## config.mk

```make
export PLATFORM = sky130hd
export DESIGN_NAME = window_gen_3x3_flat
export DESIGN_NICKNAME = d
export VERILOG_FILES = /design/src/rtl/window_gen_3x3_if.sv /design/src/rtl/window_gen_3x3.sv /design/src/flat_wrapper.sv
export SDC_FILE = /design/constraint.sdc
export NUM_CORES = 1
export LEC_CHECK = 0
export CAP_MARGIN = 25
export CORE_MARGIN = 1.5
export CORE_UTILIZATION = 35
export CTS_CLUSTER_DIAMETER = 80
export CTS_CLUSTER_SIZE = 14
export DETAILED_ROUTE_END_ITERATION = 6
export PLACE_DENSITY_LB_ADDON = 0.05
export SLEW_MARGIN = 20
export SYNTH_ARGS = -nofsm -noshare
export SYNTH_HDL_FRONTEND = slang
export SYNTH_SLANG_ARGS = --single-unit
export TNS_END_PERCENT = 20
```

## constraint.sdc

```tcl
create_clock -name clk -period 3.57 [get_ports clk]
set_input_delay 0.8925 -clock clk [delete_from_list [all_inputs] [get_ports clk]]
set_output_delay 0.8925 -clock clk [all_outputs]
set_load 0.02 [all_outputs]
```

## src/rtl/window_gen_3x3_if.sv

```systemverilog
// rtl/window_gen_3x3_if.sv - pixel-in / window-out bundle for window_gen_3x3
// master drives the pixel stream and sinks windows; slave is the window generator.
interface window_gen_3x3_if #(
  parameter int DATA_W = 16,
  parameter int IMG_W  = 28,
  parameter int IMG_H  = 28
);
  localparam int ROW_W = $clog2(IMG_H);
  localparam int COL_W = $clog2(IMG_W);

  logic                  in_valid;
  logic [DATA_W-1:0]     in_data;
  logic                  in_sof;
  logic                  out_valid;
  logic [9*DATA_W-1:0]   win_flat;
  logic [ROW_W-1:0]      out_row;
  logic [COL_W-1:0]      out_col;
  logic                  frame_done;

  modport master (
    output in_valid, in_data, in_sof,
    input  out_valid, win_flat, out_row, out_col, frame_done
  );

  modport slave (
    input  in_valid, in_data, in_sof,
    output out_valid, win_flat, out_row, out_col, frame_done
  );
endinterface

```

## src/rtl/window_gen_3x3.sv

```systemverilog
// rtl/window_gen_3x3.sv - 3x3 sliding-window former over a raster pixel stream
// Optional WIN_FRAME_SYNC_EN: in_sof on an accepted pixel forces it to position (0,0).
module window_gen_3x3 #(
  parameter int DATA_W = 16,
  parameter int IMG_W  = 28,
  parameter int IMG_H  = 28
) (
  input logic                clk,
  input logic                rst,
  window_gen_3x3_if.slave    bus
);
  localparam int ROW_W = $clog2(IMG_H);
  localparam int COL_W = $clog2(IMG_W);

  logic [COL_W-1:0]    col_q, col_d, cur_col, out_col_q;
  logic [ROW_W-1:0]    row_q, row_d, cur_row, out_row_q;
  logic                last_col, last_row, emit;
  logic                out_valid_q, frame_done_q;
  logic [9*DATA_W-1:0] win_q, win_d;
  logic [DATA_W-1:0]   col_top, col_mid;

  // lb1 holds row r-1, lb2 row r-2; sr keeps columns c-2 (idx 0) and c-1 (idx 1) per window row
  logic [DATA_W-1:0]   lb1_q [IMG_W];
  logic [DATA_W-1:0]   lb2_q [IMG_W];
  logic [DATA_W-1:0]   sr_q  [3][2];

`ifdef WIN_FRAME_SYNC_EN
  always_comb begin
    cur_col = col_q;
    cur_row = row_q;
    if (bus.in_valid && bus.in_sof) begin
      cur_col = '0;
      cur_row = '0;
    end
  end
`else
  logic unused_sof;
  assign unused_sof = bus.in_sof;
  assign cur_col    = col_q;
  assign cur_row    = row_q;
`endif

  always_comb begin
    last_col = (cur_col == COL_W'(IMG_W - 1));
    last_row = (cur_row == ROW_W'(IMG_H - 1));
    col_d    = last_col ? '0 : cur_col + 1'b1;
    row_d    = cur_row;
    if (last_col) begin
      row_d = last_row ? '0 : cur_row + 1'b1;
    end
    emit    = bus.in_valid && (cur_row >= ROW_W'(2)) && (cur_col >= COL_W'(2));
    col_top = lb2_q[cur_col];
    col_mid = lb1_q[cur_col];
    win_d   = {sr_q[0][0], sr_q[0][1], col_top,
               sr_q[1][0], sr_q[1][1], col_mid,
               sr_q[2][0], sr_q[2][1], bus.in_data};
  end

  always_ff @(posedge clk) begin
    if (rst) begin
      col_q        <= '0;
      row_q        <= '0;
      out_valid_q  <= 1'b0;
      frame_done_q <= 1'b0;
      win_q        <= '0;
      out_row_q    <= '0;
      out_col_q    <= '0;
    end else begin
      out_valid_q  <= emit;
      frame_done_q <= emit && last_col && last_row;
      if (bus.in_valid) begin
        col_q <= col_d;
        row_q <= row_d;
      end
      if (emit) begin
        win_q     <= win_d;
        out_row_q <= cur_row - ROW_W'(2);
        out_col_q <= cur_col - COL_W'(2);
      end
    end
  end

  // Storage is never cleared: row gating guarantees stale lines are overwritten before use
  always_ff @(posedge clk) begin
    if (bus.in_valid) begin
      lb2_q[cur_col] <= col_mid;
      lb1_q[cur_col] <= bus.in_data;
      sr_q[0][0]     <= sr_q[0][1];
      sr_q[1][0]     <= sr_q[1][1];
      sr_q[2][0]     <= sr_q[2][1];
      sr_q[0][1]     <= col_top;
      sr_q[1][1]     <= col_mid;
      sr_q[2][1]     <= bus.in_data;
    end
  end

  assign bus.out_valid  = out_valid_q;
  assign bus.frame_done = frame_done_q;
  assign bus.win_flat   = win_q;
  assign bus.out_row    = out_row_q;
  assign bus.out_col    = out_col_q;
endmodule

```

## src/flat_wrapper.sv

```systemverilog
// flat-port wrapper written by rule: the top's interface ports become plain ports
module window_gen_3x3_flat 
#(
  parameter int DATA_W = 16,
  parameter int IMG_W  = 28,
  parameter int IMG_H  = 28
)
  (clk, rst, bus_in_valid, bus_in_data, bus_in_sof, bus_out_valid, bus_win_flat, bus_out_row, bus_out_col, bus_frame_done);
  window_gen_3x3_if #(.DATA_W(DATA_W), .IMG_W(IMG_W), .IMG_H(IMG_H)) bus_i ();
  input logic clk;
  input logic rst;
  input wire logic [$bits(bus_i.in_valid)-1:0] bus_in_valid;
  input wire logic [$bits(bus_i.in_data)-1:0] bus_in_data;
  input wire logic [$bits(bus_i.in_sof)-1:0] bus_in_sof;
  output wire logic [$bits(bus_i.out_valid)-1:0] bus_out_valid;
  output wire logic [$bits(bus_i.win_flat)-1:0] bus_win_flat;
  output wire logic [$bits(bus_i.out_row)-1:0] bus_out_row;
  output wire logic [$bits(bus_i.out_col)-1:0] bus_out_col;
  output wire logic [$bits(bus_i.frame_done)-1:0] bus_frame_done;
  assign bus_i.in_valid = bus_in_valid;
  assign bus_i.in_data = bus_in_data;
  assign bus_i.in_sof = bus_in_sof;
  assign bus_out_valid = bus_i.out_valid;
  assign bus_win_flat = bus_i.win_flat;
  assign bus_out_row = bus_i.out_row;
  assign bus_out_col = bus_i.out_col;
  assign bus_frame_done = bus_i.frame_done;
  window_gen_3x3 #(.DATA_W(DATA_W), .IMG_W(IMG_W), .IMG_H(IMG_H)) u_core (.clk(clk), .rst(rst), .bus(bus_i));
endmodule
```

# Word level (Yosys, flattened, before mapping)
# Memories as Yosys holds them, arrays and structs flattened. A register that Yosys moved wholly into a read port is not among the register bits.
# Index checks and enable logic that the tools add are counted.
[op_classes]
eq_ne = 2
reduce_logical = 5
mux = 8
add_sub_neg = 4
order_cmp = 2
[ops]
columns = ["operator", "n"]
rows = [
  ["5-bit two-way mux", 6],
  ["5-bit by 1-bit adder with 5-bit output (second input constant)", 2],
  ["5-bit == test (second input constant)", 2],
  ["5-bit by 2-bit greater-or-equal comparator with 1-bit output (second input constant)", 2],
  ["5-bit by 2-bit subtractor with 5-bit output (second input constant)", 2],
  ["1-bit logical AND", 4],
  ["1-bit two-way mux", 2],
  ["2-bit AND reduction", 1],
]
[totals]
in_bits = 20
reg_bits = 166
ramBits = 992
out_inout_bits = 156
elab_cells = 31
mem_count = 3
[memory_table]
columns = ["name", "depth", "word_bits", "rd", "rd_ports_with_merged_regs", "wr", "line_no", "source"]
rows = [
  ["u_core.lb1_q", 28, 16, 1, 1, 1, "window_gen_3x3.sv:23", "logic [DATA_W-1:0] lb1_q [IMG_W];"],
  ["u_core.lb2_q", 28, 16, 1, 1, 1, "window_gen_3x3.sv:24", "logic [DATA_W-1:0] lb2_q [IMG_W];"],
  ["u_core.sr_q", 3, 32, 3, 0, 3, "window_gen_3x3.sv:25", "logic [DATA_W-1:0] sr_q [3][2];"],
]

# Longest topological paths before layout
# Gate-level depths: netlist of run 1.
[depth]
depth_word = 5
depth_mapped = 10
depth_no_buf = 7

# Worst setup path after synthesis of run 1
# OpenSTA, ideal clock, no wires.
[synth_path]
kind = "input to register"
from = "input port bus_in_valid"
to = "memory u_core.lb1_q[15][0] (enable)"
t_arrival_ns = 2.915
path_buffers = 1
cell_stages = 4
setup_time_ns = 0.423
setup_slack_ns = 0.233
required_time_ns = 3.147
cell_sequence = "clkbuf_1 -> nor2b_1 -> nand2_1 -> nor2_1"
[synth_via]
elab_chain_cells = 2
[synth_rtl]
columns = ["item", "line_no", "source"]
rows = [
  ["start: declaration", "flat_wrapper.sv:12", "input wire logic [$bits(bus_i.in_valid)-1:0] bus_in_valid;"],
  ["1-bit two-way mux", "window_gen_3x3.sv:85", "if (bus.in_valid) begin"],
  ["1-bit two-way mux (not written as such)", "window_gen_3x3.sv:87", "lb1_q[cur_col] <= bus.in_data;"],
  ["end: declaration", "window_gen_3x3.sv:23", ""],
]
# Every way passes these cells.

==> results of run 1 <==
==> cell usage after synthesis (4+ instances only) <==
master,n
nand3_1,59
o21a_1,17
edfxtp_1,992
mux4_2,47
mux2i_1,357
a22o_1,15
a22oi_1,111
buf_1,11
nand4_1,18
buf_2,33
a21oi_1,220
a211oi_1,8
a221oi_1,15
o21ai_1,15
inv_1,24
xnor2_1,4
and2_1,13
nand2b_1,7
nor2_1,40
dfxtp_1,171
a311oi_2,15
clkbuf_1,74
buf_6,8
buf_4,32
ha_1,10
nand2_1,320
==> cells in the final DEF (no fill, tap or decap), drive strengths merged <==
master | netlist | layout
mux4 | 47 | 47
nand3 | 59 | 59
o21ai | 16 | 16
ha | 10 | 10
a22oi | 111 | 111
nor2b | 3 | 3
nand2b | 7 | 7
and3 | 1 | 1
nor3 | 3 | 3
nor2 | 40 | 40
dfxtp | 171 | 171
buf | 87 | 153
nor4b | 1 | 1
xor2 | 1 | 1
and4b | 1 | 1
diode | 0 | 1
a221oi | 15 | 15
a311oi | 15 | 15
or2 | 2 | 2
xnor2 | 4 | 4
a22o | 15 | 15
a31oi | 1 | 1
nand4 | 18 | 18
nand4b | 1 | 1
and4 | 1 | 1
a21oi | 220 | 220
and2 | 13 | 13
nand2 | 320 | 320
mux2i | 357 | 357
clkdlybuf4s50 | 0 | 172
clkbuf | 74 | 145
a211oi | 8 | 8
inv | 24 | 29
o21a | 17 | 17
clkinv | 1 | 4
edfxtp | 992 | 992
==> layer usage <==
layer / part of all wire (%) / vias to the layer above / track usage [%]
met5: 0 / - / 0
li1: - / 10700 / -
met4: 2.4 / 0 / 4.89
met1: 46 / 12600 / 26.9
met3: 2.6 / 143 / 2.16
met2: 49 / 349 / 33.3
==> worst paths after layout <==
| path | start | to | slack (ns) |
|---|---|---|---|
| max reg2reg | register | u_core.bus.win_flat[103] | 0.64 |
| min reg2reg | u_core.sr_q[0][79] | u_core.sr_q[0][95] | 0.45 |
| max | register | u_core.bus.win_flat[103] | 0.64 |
| min | u_core.sr_q[0][79] | u_core.sr_q[0][95] | 0.45 |
==> kinds of logic after synthesis <==
logic type / count (synthesis)
adders and majority gates: 10
AOI/OAI and AO/OA: 418
muxes: 404
DFF: 1163
and+or+nand+nor: 470
xor gates and xnor gates: 5
buffers and inverters: 186
==> flip-flops by register name (all words and copies together), names as in the netlist, named ones only <==
| name | flops |
|---|---|
| u_core.bus.frame_done | 1 |
| u_core.bus.out_col | 5 |
| u_core.bus.out_row | 5 |
| u_core.bus.out_valid | 1 |
| u_core.bus.win_flat | 144 |
| u_core.col_q | 5 |
| u_core.cur_row | 5 |
| u_core.lb1_q | 448 |
| u_core.lb2_q | 448 |
| u_core.sr_q | 96 |
==> layout make-up <==
type	count	area (um2)
Inverter	25	93.8
Sequential cell	1163	33200
Clock inverter	8	78.8
Fill cell	11400	72500
Clock buffer	145	2590
Tap cell	1637	2050
Timing Repair Buffer	325	3370
Antenna cell	1	2.50
Multi-Input combinational cell	1307	9730
==> report_power, final <==
part | switching [mW] | internal (mW)
logic | 1.00 | 0.484
registers | 0.0717 | 15.1
clock network | 4.71 | 4.97
==> metrics by stage <==
| step | std cells | cell area [um2] | util [%] |
|---|---|---|---|
| after floorplan | 2656 | 43700 | - |
| after global placement | 4456 | 48400 | 39.2 |
| after detailed placement | 4457 | 48500 | 39.2 |
| after CTS | 4610 | 51100 | 41.3 |
| after global routing | 4610 | 51100 | 41.3 |
| final | 4611 | 51100 | 41.3 |
==> impl_metrics.json, run 1 <==
{
  "synth.cell_area_um2": 43700,
  "drt_total_wl_mm": 125,
  "critical_path_required_ns": 4.14,
  "setup_viol_count_final": 0,
  "grt_pass1_vias": 24400,
  "area_growth_pct": 17.1,
  "yosys.area_share.xor_xnor_pct": 0.100,
  "finalHoldViolCount": 0,
  "crit_cells": 6,
  "setup_repair_after_global_routing_missed_its_margin": "no",
  "cts.clk_slew.worst_paths_ns": 0.07,
  "synthesis.area_per_instance_um2": 16.4,
  "cellLeakagePower_nw": 16.0,
  "worst_slew_pin_tran_ns": 1.04,
  "nets": 2946,
  "postSynth.asyncResetShare_pct": 0,
  "synth_top_family_by_area": "multiplexers",
  "power.density_nw_per_um2": 514,
  "finalHoldWorstSlack_ns": 0.454,
  "slew_violations": 0,
  "max_freq_mhz": 341,
  "drt_iter0_markers": 1736,
  "worst-path-buf-inv": 1,
  "period_needed_ns": 2.93,
  "final_min_period_over_clock_period_pct": 82.1,
  "synth-seq-area-share_pct": 76.1,
  "initial_utilization_pct": 35.3,
  "synth_simple_gate_area_share_pct": 4.52,
  "routabilityCongestion": 0.741,
  "htree_levels": 3,
  "pre_cts_slack_ns": 0.646,
  "total_routing_usage_reported_by_global_routing_pct": 19.6,
  "drc": 0,
  "r2r_cells": 6,
  "yosys_synthesis_warning_count": 0,
  "grt_pass1_wl_mm": 178,
  "critical_path_s_top_delay_family": "simple AND/OR/NAND/NOR gates",
  "number_of_antenna_violations_at_the_first_check_in_global_routing": 3,
  "synth.area.top_cells": "edfxtp_1, mux2i_1, dfxtp_1",
  "boundaryPins": 176,
  "worstSetupEndpointType": "register",
  "post-cts-setup-buffers": 0,
  "holdPathStages": 0,
  "synthesis.nets": 2686,
  "distinct_cell_type_count_of_the_synthesized_netlist": 39,
  "holdCritPathClass": "reg -> reg",
  "cts-resized-gates": 0,
  "final_antenna_net_count": 0,
  "chipWidth_um": 356,
  "grt.overflow.total": 0,
  "clock_tree.buffer_depth": 3,
  "drive_gt1_share_pct": 12.0,
  "synth_ff_type": "edfxtp_1",
  "crit_chain": "nand2b_1, buf_4, a21oi_1, nand3_1, nand4_1, o21a_1",
  "yosysTopAreaCell": "edfxtp_1",
  "post_synthesis_adder_cell_area_fraction_pct": 0.287,
  "finalWorstSetupSlack_ns": 0.639,
  "core-area_um2": 124000,
  "port_buffers": 174,
  "cts_inserted_buffers": 94,
  "synth.area.mux_share_pct": 10.6,
  "clock_insertion_delay_worst_skew_ns": 0.68,
  "crit_fanout": 11,
  "p_total_mw": 26.3,
  "yosys_register_bits": 1163,
  "worst_path_largest_cell_delay_ns": 0.82,
  "cts_tree": "yes",
  "worstPathArrival_ns": 3.50,
  "clock-root-buffer": "clkbuf_16",
  "vias_per_cell": 5.15,
  "finalSetupTns_ns": 0,
  "row_count": 129,
  "yosys.area.top_type_share_pct": 68.2,
  "crit_path_top_delay_cell": "nand2b_1",
  "synth_edf_count": 992,
  "synth_compound_area_share_pct": 6.18,
  "run_status": "finished, final reports clean",
  "maxCapViolations": 0,
  "avgRoutedWirePerCell_um": 27.1,
  "via_count": 23700,
  "grt_max_degree": 91,
  "post_cts_hold_buffer_count": 0,
  "ir_drop_mv": 0.378,
  "fp.dieH_um": 356,
  "syn_inst": 2656,
  "detailedPlacementHpwl_mm": 73.3,
  "slew_headroom_pct": 30.3,
  "critPathLaunchType": "register",
  "clock-sinks": 1163,
  "detail_route.first_pass.iterations": 5,
  "critical_path_class": "reg -> reg",
  "die_area_um2": 127000,
  "clock_skew_ns": 0.0307
}
(Power assumes the default switching activity.)
==> run 2, diff against run 1 <==
==> constraint.sdc (replaced) <==
create_clock -name clk -period 2.8 [get_ports clk]
set_input_delay 0.7 -clock clk [delete_from_list [all_inputs] [get_ports clk]]
set_output_delay 0.7 -clock clk [all_outputs]
set_load 0.02 [all_outputs]
==> impl_metrics.json, run 2 (synthesis results as in run 1) <==
{
  "setup_viol_count_final": 0,
  "period_needed_ns": 2.50,
  "critPathLaunchType": "register",
  "grt_pass1_wl_mm": 176,
  "layoutNonFillerInstCount": 4620,
  "layout_commonest_cell": "edfxtp_1",
  "maxCapViolations": 0,
  "power.density_nw_per_um2": 651,
  "pre_cts_slack_ns": 0.257,
  "avgRoutedWirePerCell_um": 26.9,
  "ir_drop_mv": 0.434,
  "critical_path_required_ns": 3.38,
  "fill_cell_count": 11300,
  "vias_per_cell": 5.13,
  "via_count": 23700,
  "cells_after_dpl": 4469,
  "number_of_antenna_violations_at_the_first_check_in_global_routing": 0,
  "final_min_period_over_clock_period_pct": 89.4,
  "clock_tree.buffer_depth": 3,
  "max_freq_mhz": 400,
  "drt_iter0_markers": 1804,
  "holdPathEnd": "u_core.sr_q[0][88]",
  "finalHoldWorstSlack_ns": 0.449,
  "post-route-util_pct": 41.7,
  "port_buffers": 174,
  "setup_repair_after_global_routing_missed_its_margin": "no",
  "initial_utilization_pct": 35.3,
  "grt_pass1_vias": 24300,
  "grt_max_degree": 83,
  "clock_skew_ns": 0.0279,
  "worstHoldStart": "u_core.sr_q[0][72]",
  "grt.overflow.total": 0,
  "htree_levels": 3,
  "detail_route.first_pass.iterations": 5,
  "critical_path_class": "reg -> reg",
  "cts-resized-gates": 0,
  "area_growth_pct": 18.0,
  "drc": 0,
  "clock-sinks": 1163,
  "detailedPlacementHpwl_mm": 75.9,
  "p_total_mw": 33.5,
  "r2r_setup_slack_ns": 0.30,
  "clock_insertion_delay_worst_skew_ns": 0.68,
  "post-cts-setup-buffers": 0,
  "cts_tree": "yes",
  "drt_total_wl_mm": 124,
  "clock-root-buffer": "clkbuf_16",
  "holdPathStages": 0,
  "drive_gt1_share_pct": 12.3,
  "run_status": "finished, final reports clean",
  "post_cts_hold_buffer_count": 0,
  "fp.dieH_um": 356,
  "routabilityCongestion": 0.793,
  "chipWidth_um": 356,
  "total_routing_usage_reported_by_global_routing_pct": 19.4,
  "row_count": 129,
  "crit_fanout": 33,
  "holdCritPathClass": "reg -> reg",
  "slew_headroom_pct": 54.2,
  "worstSetupEndpointType": "register",
  "slew_violations": 0,
  "layout.cells.most_common_list": "edfxtp_1, mux2i_1, nand2_1, a21oi_1, clkdlybuf4s50_1",
  "final_antenna_net_count": 0,
  "finalHoldViolCount": 0,
  "cts.clk_slew.worst_paths_ns": 0.07,
  "worstPathArrival_ns": 3.08,
  "crit-reg2reg-capture": "u_core.bus.win_flat[57]",
  "cts_inserted_buffers": 93,
  "core-area_um2": 124000,
  "r2r_cells": 7,
  "boundaryPins": 176,
  "worst_slew_pin_tran_ns": 0.686,
  "nets": 2957,
  "cellLeakagePower_nw": 16.1,
  "finalWorstSetupSlack_ns": 0.297,
  "die_area_um2": 127000
}
## run 2: cell type report
type | count | area, um2 | share of cell area [%]
diodes | 2 | 5.00 | 0.00972
clock buffers | 144 | 2580 | 5.01
clock inverters | 5 | 61.3 | 0.119
inverters | 25 | 93.8 | 0.182
multi-input cells | 1307 | 9730 | 18.9
flip-flops and latches | 1163 | 33200 | 64.5
well taps | 1637 | 2050 | 3.98
repair buffers | 337 | 3760 | 7.30
## run 2: worst max-delay path by stage
| stage | from | end | slack, ns | depth (start not counted) |
|---|---|---|---|---|
| 2_1_floorplan | bus_in_valid | u_core.lb1_q[3][0] | -0.33 | 4 |
| 3_3_place_gp | register | u_core.bus.win_flat[57] | 0.30 | 7 |
| 3_5_place_dp | register | u_core.bus.win_flat[57] | 0.26 | 7 |
| 4_1_cts | register | u_core.bus.win_flat[57] | 0.25 | 7 |
| 5_1_grt | register | u_core.lb2_q[10][0] | 0.21 | 7 |
| 6_report | register | u_core.bus.win_flat[57] | 0.30 | 7 |
## run 2: power breakdown
group / internal (mW) / switching [mW]
Clock: 6.32 / 5.96
Combinational: 0.682 / 1.30
Sequential: 19.2 / 0.0937
## run 2: critical path: stages (launching register included)
cell,delay (ns)
dfxtp_4,0.51
buf_12,0.25
buf_12,0.28
mux4_2,0.55
nand2_1,0.11
nand4_1,0.16
buf_4,0.26
o21a_1,0.21
## run 2: layer usage
| metal | routed length (um) | track usage [%] |
|---|---|---|
| met4 | 2460 | 4.20 |
| met2 | 60900 | 32.7 |
| met3 | 3730 | 2.12 |
| met5 | 0 | 0 |
| met1 | 57100 | 27.2 |
## run 2: stage by stage
step | instance area (um2) | setup TNS, ns
2_1_floorplan | 43700 | -148.59
3_3_place_gp | 48800 | 0
3_5_place_dp | 48800 | 0
4_1_cts | 51500 | 0
5_1_grt | 51500 | 0
6_report | 51500 | 0
